==> src/rtl/ni_output_queue_pkg.sv <==
// rtl/ni_output_queue_pkg.sv - shared types and width helpers for the NI output queue
//
// Purpose: router info codes carried in the packet info field, plus small
//   constant functions used to size pointers and counters.
// Ports: none (package).
package ni_output_queue_pkg;

  // Packet type codes placed in the info field by the PE controller.
  typedef enum logic [3:0] {
    ROUTER_INFO_ACT      = 4'h0,
    ROUTER_INFO_PSUM     = 4'h1,
    ROUTER_INFO_FIN_COMP = 4'h2,
    ROUTER_INFO_READ     = 4'h3
  } router_info_e;

  // Index width for n items; a single item still needs a 1-bit signal.
  function automatic int idx_width(input int n);
    return (n > 1) ? $clog2(n) : 1;
  endfunction

  // Width of a counter that must hold values 0..n inclusive.
  function automatic int cnt_width(input int n);
    return $clog2(n + 1);
  endfunction

endpackage

==> src/rtl/ni_rr_arbiter.sv <==
// rtl/ni_rr_arbiter.sv - one-hot source arbiter, round-robin or fixed priority
//
// Purpose: picks one requesting source per cycle. In round-robin mode the
//   search starts at an internal pointer that moves just past the winner
//   whenever the grant is accepted; in fixed mode index 0 always wins.
// Ports:
//   clk, rst_n  clock, async active-low reset (pointer -> 0)
//   req         per-source request (already masked by queue-full)
//   accept      the current grant was taken this cycle
//   grant       one-hot grant, zero when nothing requests
module ni_rr_arbiter
  import ni_output_queue_pkg::*;
#(
  parameter int NUM_SRC = 4,
  parameter bit RR_MODE = 1'b1
) (
  input  logic               clk,
  input  logic               rst_n,
  input  logic [NUM_SRC-1:0] req,
  input  logic               accept,
  output logic [NUM_SRC-1:0] grant
);

  localparam int PW = idx_width(NUM_SRC);

  logic [PW-1:0] ptr;
  logic [PW-1:0] start;
  logic [PW-1:0] grant_idx;
  logic [PW-1:0] idx;
  logic          found;
  int            j;

  // Walk the sources starting at `start`, wrapping by subtraction so that
  // non-power-of-two source counts also work.
  always_comb begin
    grant     = '0;
    grant_idx = '0;
    found     = 1'b0;
    idx       = '0;
    j         = 0;
    start     = RR_MODE ? ptr : '0;
    for (int i = 0; i < NUM_SRC; i++) begin
      j = int'(start) + i;
      if (j >= NUM_SRC) j = j - NUM_SRC;
      idx = PW'(j);
      if (!found && req[idx]) begin
        found      = 1'b1;
        grant[idx] = 1'b1;
        grant_idx  = idx;
      end
    end
  end

  always_ff @(posedge clk or negedge rst_n) begin
    if (!rst_n) begin
      ptr <= '0;
    end else if (accept) begin
      if (grant_idx == PW'(NUM_SRC - 1)) ptr <= '0;
      else                               ptr <= grant_idx + PW'(1);
    end
  end

endmodule

==> src/rtl/ni_output_queue.sv <==
// rtl/ni_output_queue.sv - PE network-interface output queue with credit flow control
//
// Purpose: arbitrates NUM_SRC packet sources, buffers accepted packets in a
//   FIFO_DEPTH queue and drains them to the leaf router, one packet per
//   credit.
// Ports:
//   clk, rst_n         clock, async active-low reset
//   src_valid          per-source packet valid
//   src_info/addr/data per-source packet fields, packed source-major
//   src_ready          one-hot grant; packet taken when valid & ready
//   downstream_credit  one credit returned by the router this cycle
//   router_rdy         at least one credit available
//   out_data_valid     one-cycle strobe per packet sent to the router
//   out_data           {info, addr, data}, zero when not valid
//   fifo_count         queue occupancy
module ni_output_queue
  import ni_output_queue_pkg::*;
#(
  parameter int NUM_SRC     = 4,
  parameter int INFO_W      = 4,
  parameter int ADDR_W      = 16,
  parameter int DATA_W      = 16,
  parameter int FIFO_DEPTH  = 4,
  parameter int CREDIT_INIT = 8,
  parameter bit RR_MODE     = 1'b1
) (
  input  logic                             clk,
  input  logic                             rst_n,
  input  logic [NUM_SRC-1:0]               src_valid,
  input  logic [NUM_SRC*INFO_W-1:0]        src_info,
  input  logic [NUM_SRC*ADDR_W-1:0]        src_addr,
  input  logic [NUM_SRC*DATA_W-1:0]        src_data,
  output logic [NUM_SRC-1:0]               src_ready,
  input  logic                             downstream_credit,
  output logic                             router_rdy,
  output logic                             out_data_valid,
  output logic [INFO_W+ADDR_W+DATA_W-1:0]  out_data,
  output logic [$clog2(FIFO_DEPTH):0]      fifo_count
);

  localparam int PKT_W = INFO_W + ADDR_W + DATA_W;
  localparam int AW    = idx_width(FIFO_DEPTH);
  localparam int CNT_W = $clog2(FIFO_DEPTH) + 1;
  localparam int CW    = cnt_width(CREDIT_INIT);

  logic [PKT_W-1:0]   mem [FIFO_DEPTH];
  logic [AW-1:0]      wr_ptr;
  logic [AW-1:0]      rd_ptr;
  logic [CW-1:0]      credit_count;
  logic               full;
  logic               empty;
  logic               enq;
  logic               deq;
  logic [NUM_SRC-1:0] req;
  logic [NUM_SRC-1:0] grant;
  logic [PKT_W-1:0]   in_pkt;

  assign full  = (fifo_count == CNT_W'(FIFO_DEPTH));
  assign empty = (fifo_count == '0);

  // Full blocks every grant, even when the head leaves this same cycle;
  // this keeps the write path free of any dependency on the credit state.
  assign req = full ? '0 : src_valid;
  assign enq = |grant;
  assign deq = !empty && (credit_count != '0);

  assign src_ready  = rst_n ? grant : '0;
  assign router_rdy = (credit_count != '0);

  ni_rr_arbiter #(
    .NUM_SRC (NUM_SRC),
    .RR_MODE (RR_MODE)
  ) u_arb (
    .clk    (clk),
    .rst_n  (rst_n),
    .req    (req),
    .accept (enq),
    .grant  (grant)
  );

  // One-hot grant makes an OR-mux sufficient.
  always_comb begin
    in_pkt = '0;
    for (int i = 0; i < NUM_SRC; i++) begin
      if (grant[i]) begin
        in_pkt = in_pkt | {src_info[i*INFO_W +: INFO_W],
                           src_addr[i*ADDR_W +: ADDR_W],
                           src_data[i*DATA_W +: DATA_W]};
      end
    end
  end

  // Storage has no reset; occupancy and pointers define what is valid.
  always_ff @(posedge clk) begin
    if (enq) mem[wr_ptr] <= in_pkt;
  end

  always_ff @(posedge clk or negedge rst_n) begin
    if (!rst_n) begin
      wr_ptr         <= '0;
      rd_ptr         <= '0;
      fifo_count     <= '0;
      credit_count   <= CW'(CREDIT_INIT);
      out_data_valid <= 1'b0;
      out_data       <= '0;
    end else begin
      if (enq) wr_ptr <= wr_ptr + AW'(1);
      if (deq) rd_ptr <= rd_ptr + AW'(1);

      case ({enq, deq})
        2'b10:   fifo_count <= fifo_count + CNT_W'(1);
        2'b01:   fifo_count <= fifo_count - CNT_W'(1);
        default: fifo_count <= fifo_count;
      endcase

      out_data_valid <= deq;
      out_data       <= deq ? mem[rd_ptr] : '0;

      // A return and a spend in the same cycle cancel out.
      if (downstream_credit && !deq) begin
        if (credit_count != CW'(CREDIT_INIT)) credit_count <= credit_count + CW'(1);
      end else if (!downstream_credit && deq) begin
        credit_count <= credit_count - CW'(1);
      end
    end
  end

  // A credit returned while all credits are already held is a router bug.
  always_ff @(posedge clk) begin
    if (rst_n && downstream_credit && !deq) begin
      assert (credit_count != CW'(CREDIT_INIT));
    end
  end

endmodule

==> config.mk <==
export PLATFORM = sky130hd
export DESIGN_NAME = ni_output_queue
export DESIGN_NICKNAME = d
export VERILOG_FILES = /design/src/rtl/ni_output_queue_pkg.sv /design/src/rtl/ni_rr_arbiter.sv /design/src/rtl/ni_output_queue.sv
export SDC_FILE = /design/constraint.sdc
export NUM_CORES = 1
export LEC_CHECK = 0
export ABC_AREA = 1
export CAP_MARGIN = 10
export CORE_MARGIN = 1
export CORE_UTILIZATION = 66
export CTS_BUF_LIST = sky130_fd_sc_hd__clkbuf_8 sky130_fd_sc_hd__clkbuf_16
export DETAILED_ROUTE_END_ITERATION = 10
export DONT_BUFFER_PORTS = 1
export MAX_ROUTING_LAYER = met4
export PLACE_DENSITY = 0.82
export SLEW_MARGIN = 30
export SYNTH_ARGS = -nofsm -noshare
export SYNTH_HDL_FRONTEND = slang
export SYNTH_SLANG_ARGS = --single-unit
==> constraint.sdc <==
create_clock -name clk -period 5.28 [get_ports clk]
set_input_delay 1.32 -clock clk [delete_from_list [all_inputs] [get_ports clk]]
set_output_delay 1.32 -clock clk [all_outputs]
set_load 0.05 [all_outputs]
# Yosys cells after proc, flatten, opt, wreduce, memory -nomap -nowiden
# Memory sizes are Yosys's and may differ from the RTL's.
# Cells that the tools add are included.
# op_classes
bitwise	6
n_mux	45
eq_ne	6
n_mul	0
n_reduce_logical	22
shifts	0
magnitude_cmp	12
add_sub_neg	14
div	0
# ops
cell	count
36-bit 2-to-1 mux	5
36-bit OR	3
4-bit 2-to-1 mux	9
2-bit 2-to-1 mux	9
1-bit 2-to-1 mux	13
2-bit by 3-bit < comparator with 1-bit output (second input constant)	4
4-bit OR	3
1-bit logical AND	10
3-bit greater-or-equal comparator (second input constant)	3
1-bit binary-select mux with 2-bit select	4
1-bit demux with 2-bit select	4
2-bit by 1-bit greater-or-equal comparator with 1-bit output (second input constant)	4
2-bit by 1-bit subtractor with 2-bit output (second input constant)	4
2-bit by 1-bit adder with 2-bit output (second input constant)	3
2-bit by 2-bit adder with 3-bit output (second input constant)	2
1-bit logical NOT	6
3-bit case mux with 2 select lines	1
4-bit by 1-bit adder with 4-bit output (second input constant)	1
2-bit equality test (second input constant)	2
4-bit inequality test (second input constant)	1
2-bit nonzero test	2
4-bit nonzero test	1
4-bit OR reduction	1
4-bit by 1-bit subtractor with 4-bit output (second input constant)	1
other kinds (9)	9
# totals
ram_bits	144
mem_bits_ro	0
output_inout_bits	45
n_memories	1
inputBits	151
ff_bits	50
latch_bits	0
# memory_table
memory	words	width	read_ports	rd_clocked_by_memory_dff	wr	line	rtl
mem	4	36	1	0	1	ni_output_queue.sv:46	logic [PKT_W-1:0] mem [FIFO_DEPTH];

# Depth between registers and ports, before layout
# logic_depth
ltp_word	21
mapped_depth	20

# By module
# From an unflattened synthesis, not the netlist that was laid out.
# hier_totals
cells_unflattened	845
hier_area_um2	8800.9
# by_module_without_submodules
module	seq_area_each_um2	cells_each	n_inst	area_each_um2
ni_output_queue	5526.6	756	1	8175.3
ni_rr_arbiter	50.0	89	1	625.6

# Least setup slack after synthesis
# No wires, ideal clock.
# synth_timing
path_type	input -> output
start	input port src_valid[1]
end	output port src_ready[0]
path_slack_ps	1160
t_arrival_ps	2800
n_path_buf	0
required_ps	3960
path_stages	7
cell_sequence	nand3_1 nand3_1 nand2_4 nand3_2 clkinv_2 nand3_1 a21oi_1
# synth_between
elab_chain_len	14
word_cells_on_any_way	26
classes_between	17 x mux; 3 x bitwise; 6 x reduce/logical
# synth_rtl
item	line	rtl
start: declaration	ni_output_queue.sv:29	input logic [NUM_SRC-1:0] src_valid,
4-bit 2-to-1 mux *	ni_output_queue.sv:63	assign req = full ? '0 : src_valid;
1-bit binary-select mux with 2-bit select	ni_rr_arbiter.sv:46	if (!found && req[idx]) begin
1-bit 2-to-1 mux (not written as such)	ni_rr_arbiter.sv:46	
1-bit 2-to-1 mux	ni_rr_arbiter.sv:46	
1-bit logical NOT	ni_rr_arbiter.sv:46	
1-bit logical AND	ni_rr_arbiter.sv:46	
1-bit 2-to-1 mux	ni_rr_arbiter.sv:46	
1-bit logical NOT	ni_rr_arbiter.sv:46	
1-bit logical AND	ni_rr_arbiter.sv:46	
1-bit 2-to-1 mux	ni_rr_arbiter.sv:46	
1-bit logical NOT	ni_rr_arbiter.sv:46	
1-bit logical AND	ni_rr_arbiter.sv:46	
4-bit 2-to-1 mux *	ni_rr_arbiter.sv:46	
4-bit 2-to-1 mux *	ni_output_queue.sv:67	assign src_ready = rst_n ? grant : '0;
end: declaration	ni_output_queue.sv:33	output logic [NUM_SRC-1:0] src_ready,
# Every way passes the cells marked *; elsewhere a longest branch is shown, timed or not. The select of a mux whose other input is x is not followed.

# Worst setup path in the final report
# layout_timing
start	register u_arb.ptr[1]
end	output port src_ready[0]
# layout_between
elab_chain_len	15
word_cells_on_any_way	60
classes_between	7 x add/sub; 12 x order compare; 28 x mux; 3 x bitwise; 10 x reduce/logical
# layout_rtl
item	line	rtl
start: declaration	ni_rr_arbiter.sv:26	logic [PW-1:0] ptr;
start signal: assignment	ni_rr_arbiter.sv:59	else ptr <= grant_idx + PW'(1);
branches (longest 13 deep; another with 2-bit by 1-bit adder with 3-bit output)	n/a	
4-bit 2-to-1 mux *	ni_rr_arbiter.sv:46	
4-bit 2-to-1 mux *	ni_output_queue.sv:67	
# Every way passes the cells marked *. The select of a mux whose other input is x is not followed.

==> metrics <==
Ports=196; Initial Util=68.27%; CP max stage cell=dfrtp_1; drt first pass iters=5; worst reg2reg path depth=19; Total GRT Usage=31.30%; first-pass GRT wire length=30100 µm; vias in the first global route=6112; R2R Setup Slk=1.45 ns; post-detail-place hpwl=12410 µm; Die ar.=13620 µm²; Mapped Avg Cell Area=10.33 µm²; Reg area=5580 µm²; Routed Antenna Nets=0; Final Hold Viols=0; ratio of final minimum period to clock period=78.29%; clk root buf=clkbuf_16; share of layout cells above drive strength 1=8.726%; Yosys cell types=33; Design Area, Final=9430 µm²; largest net degree at the start of global routing=75; RSZ-0062 raised after global routing=false; placed insts=988; CTS buffer count=17; end of the critical path=src_ready[0]; multi-input logic area=2805 µm²; hold bufs inserted after CTS=0; CTS tree=yes; Crit. Startpoint=u_arb.ptr[1]; status=finished clean; Max clock buf depth=2; combined buffer and inverter count along the critical path=4; worst reg2reg startpoint=u_arb.ptr[1]; dpl cell area=8864 µm²; CTS sink cnt=194; H-tree lvl count=4; FP Rows=41; f_max=0.2419 GHz; Clock Skews=0.007281 ns; die height=116.7 µm; input/output buffers=0; setup violators final=0; Post-CTS Setup Bufs=0; ant diodes=0; simple-gate portion of the synthesized area=22.03%; PostCTS Resize Cnt=0; mux share of post-synthesis cell area=0.2449%; Tightest Pin Transition=0.8612 ns; sequential share of the synthesized area=64.20%; detailed-route via count=6216; Place WS=1.299 ns; wire per inst=19.32 µm; main combinational cell family by area after synthesis=simple AND/OR/NAND/NOR gates; Seq cells post-synth=194; worst relative slew slack=42.52%; post-synthesis cell count=841; worst setup margin=1.146 ns; most frequent cells in the layout=nand2_1 (192), nor2_1 (155), edfxtp_1 (144); Compound-Gate Fraction of Synth Area=6.713%; antenna violations before repair=0; fill cell count=852; cell family with most CP delay=buffers and inverters; critical path type=flop to primary output; Synth Warn #=0; WP depth=10; CP cell instances=inv_1 > ha_1 > inv_1 > nand3_1 > nand2_1 > nand3_2 > clkinv_2 > nand3_1 > a21oi_1 > buf_4; final worst path period need=4.134 ns; clk_lat worst skew=0.43 ns; Largest stage delay, worst path=0.58 ns; Clock Pin Slew Worst Setup and Hold Paths=0.07 ns; WP data arrival=2.81 ns; syn_nets=1008; post-route setup TNS=0 ns; Final Net Count=1002; commonest non-fill, non-tap cell in the layout=nand2_1; Max Cap Viol=0; Finished Layout Cells=1020; Netlist Area Pre-Place=8686 µm²; Critical Path Sink Type=primary output; # DRC=0; Chip Width=116.7 µm; GP Congestion=0.8703; initial DRC count=594; via-per-instance ratio=6.094; Layout area overhead=8.571%; Post-Synth Adder-Cell Area=2.478%; max-slew violations=0; grt ovf=0; Worst EP required=3.96 ns; Worst Setup Start Kind=flop; worst-path fanout max=11; Post-Synth XOR/XNOR Area=0.6050%; Worst R2R End=fifo_count[2]; worst hold path type=flop to flop; core box area=12720 µm²; routed wire length=19700 µm
==> final cells by class <==
type                            count  area share, %
Multi-Input combinational cell    579          29.75
Clock buffer                       17          4.511
Tap cell                          172          2.282
Inverter                           30          1.287
Sequential cell                   194          59.17
Clock inverter                     15          1.486
Timing Repair Buffer               13          1.513
==> worst reg2reg max path: stages, from the launching register on <==
cell and delay [ns]:
dfrtp_1 0.58, inv_1 0.23, ha_1 0.40, inv_1 0.10, nand3_1 0.09, nand2_1 0.14, nand3_4 0.15, nor2_1 0.06
nor2_2 0.17, nand2_4 0.32, nor2_4 0.28, nand2_4 0.10, inv_4 0.13, ha_1 0.16, inv_1 0.07, fa_1 0.38
nor2_1 0.13, nor2_1 0.05, nand2_1 0.07, xor2_1 0.15
==> cells in the mapped netlist <==
cell	instances	share of area (%)
a21o_1	1	0.086
a21oi_1	41	2.4
buf_1	3	0.13
buf_2	2	0.12
buf_4	4	0.35
buf_6	6	0.78
clkbuf_1	23	0.99
clkinv_1	2	0.086
clkinv_2	1	0.058
dfrtp_1	49	14
dfstp_2	1	0.30
edfxtp_1	144	50
fa_1	2	0.46
ha_1	14	2.0
inv_1	24	1.0
inv_2	1	0.043
inv_4	2	0.14
mux2_2	1	0.13
mux2i_1	1	0.12
nand2_1	192	8.3
nand2_2	1	0.072
nand2_4	6	0.78
nand3_1	34	2.0
nand3_2	2	0.23
nand3_4	1	0.20
nand4_1	37	2.7
nor2_1	155	6.7
nor2_2	7	0.50
nor2_4	3	0.39
nor2_8	1	0.23
o21ai_0	74	4.3
xnor2_1	1	0.10
xor2_1	5	0.50
==> per-layer routing <==
metal	share of wire [%]	vias to the layer above	global-route usage [%]
li1	-	2848	-
met2	51	351	51.12
met3	6.9	42	4.982
met4	2.4	0	16.03
met1	40	2975	37.97
met5	0	-	-
==> cells by family (layout without fill, tap and decap cells) <==
family | after synthesis | after routing
xor+xnor | 6 | 6
fa+ha+maj | 16 | 16
flops | 194 | 194
simple gates | 439 | 439
buf+inv | 68 | 75
compound gates | 116 | 116
mux | 2 | 2
==> through the flow <==
| step | hold slack [ns] | utilization, % |
|---|---|---|
| 6_report | 0.5435 | 74.12 |
| 5_1_grt | 0.5643 | 74.12 |
| 4_1_cts | 0.5496 | 74.11 |
| 3_5_place_dp | 0.5292 | 69.67 |
| 3_3_place_gp | 0.5291 | 68.93 |
| 2_1_floorplan | 0.5003 | - |
==> registers in the layout (all words and copies together) (netlist names) <==
signal and flops:
credit_count 4, fifo_count 3, mem 144, out_data 36
out_data_valid 1, rd_ptr 2, u_arb.ptr 2, wr_ptr 2
==> worst min-delay path by stage <==
stage	startpoint	endpoint	slack, ns	cells after the start
after CTS	mem[3][0]	out_data[0]	0.55	2
after global placement	mem[3][35]	out_data[35]	0.53	2
final	mem[3][0]	out_data[0]	0.54	2
after floorplan	mem[3][0]	out_data[0]	0.50	2
after global routing	rst_n	out_data[28]	0.56	0
after detailed placement	mem[3][35]	out_data[35]	0.53	2
Power is left out: the tool's default activity adds up to more than one toggle a clock period on the data nets, which glitch-free logic cannot reach.
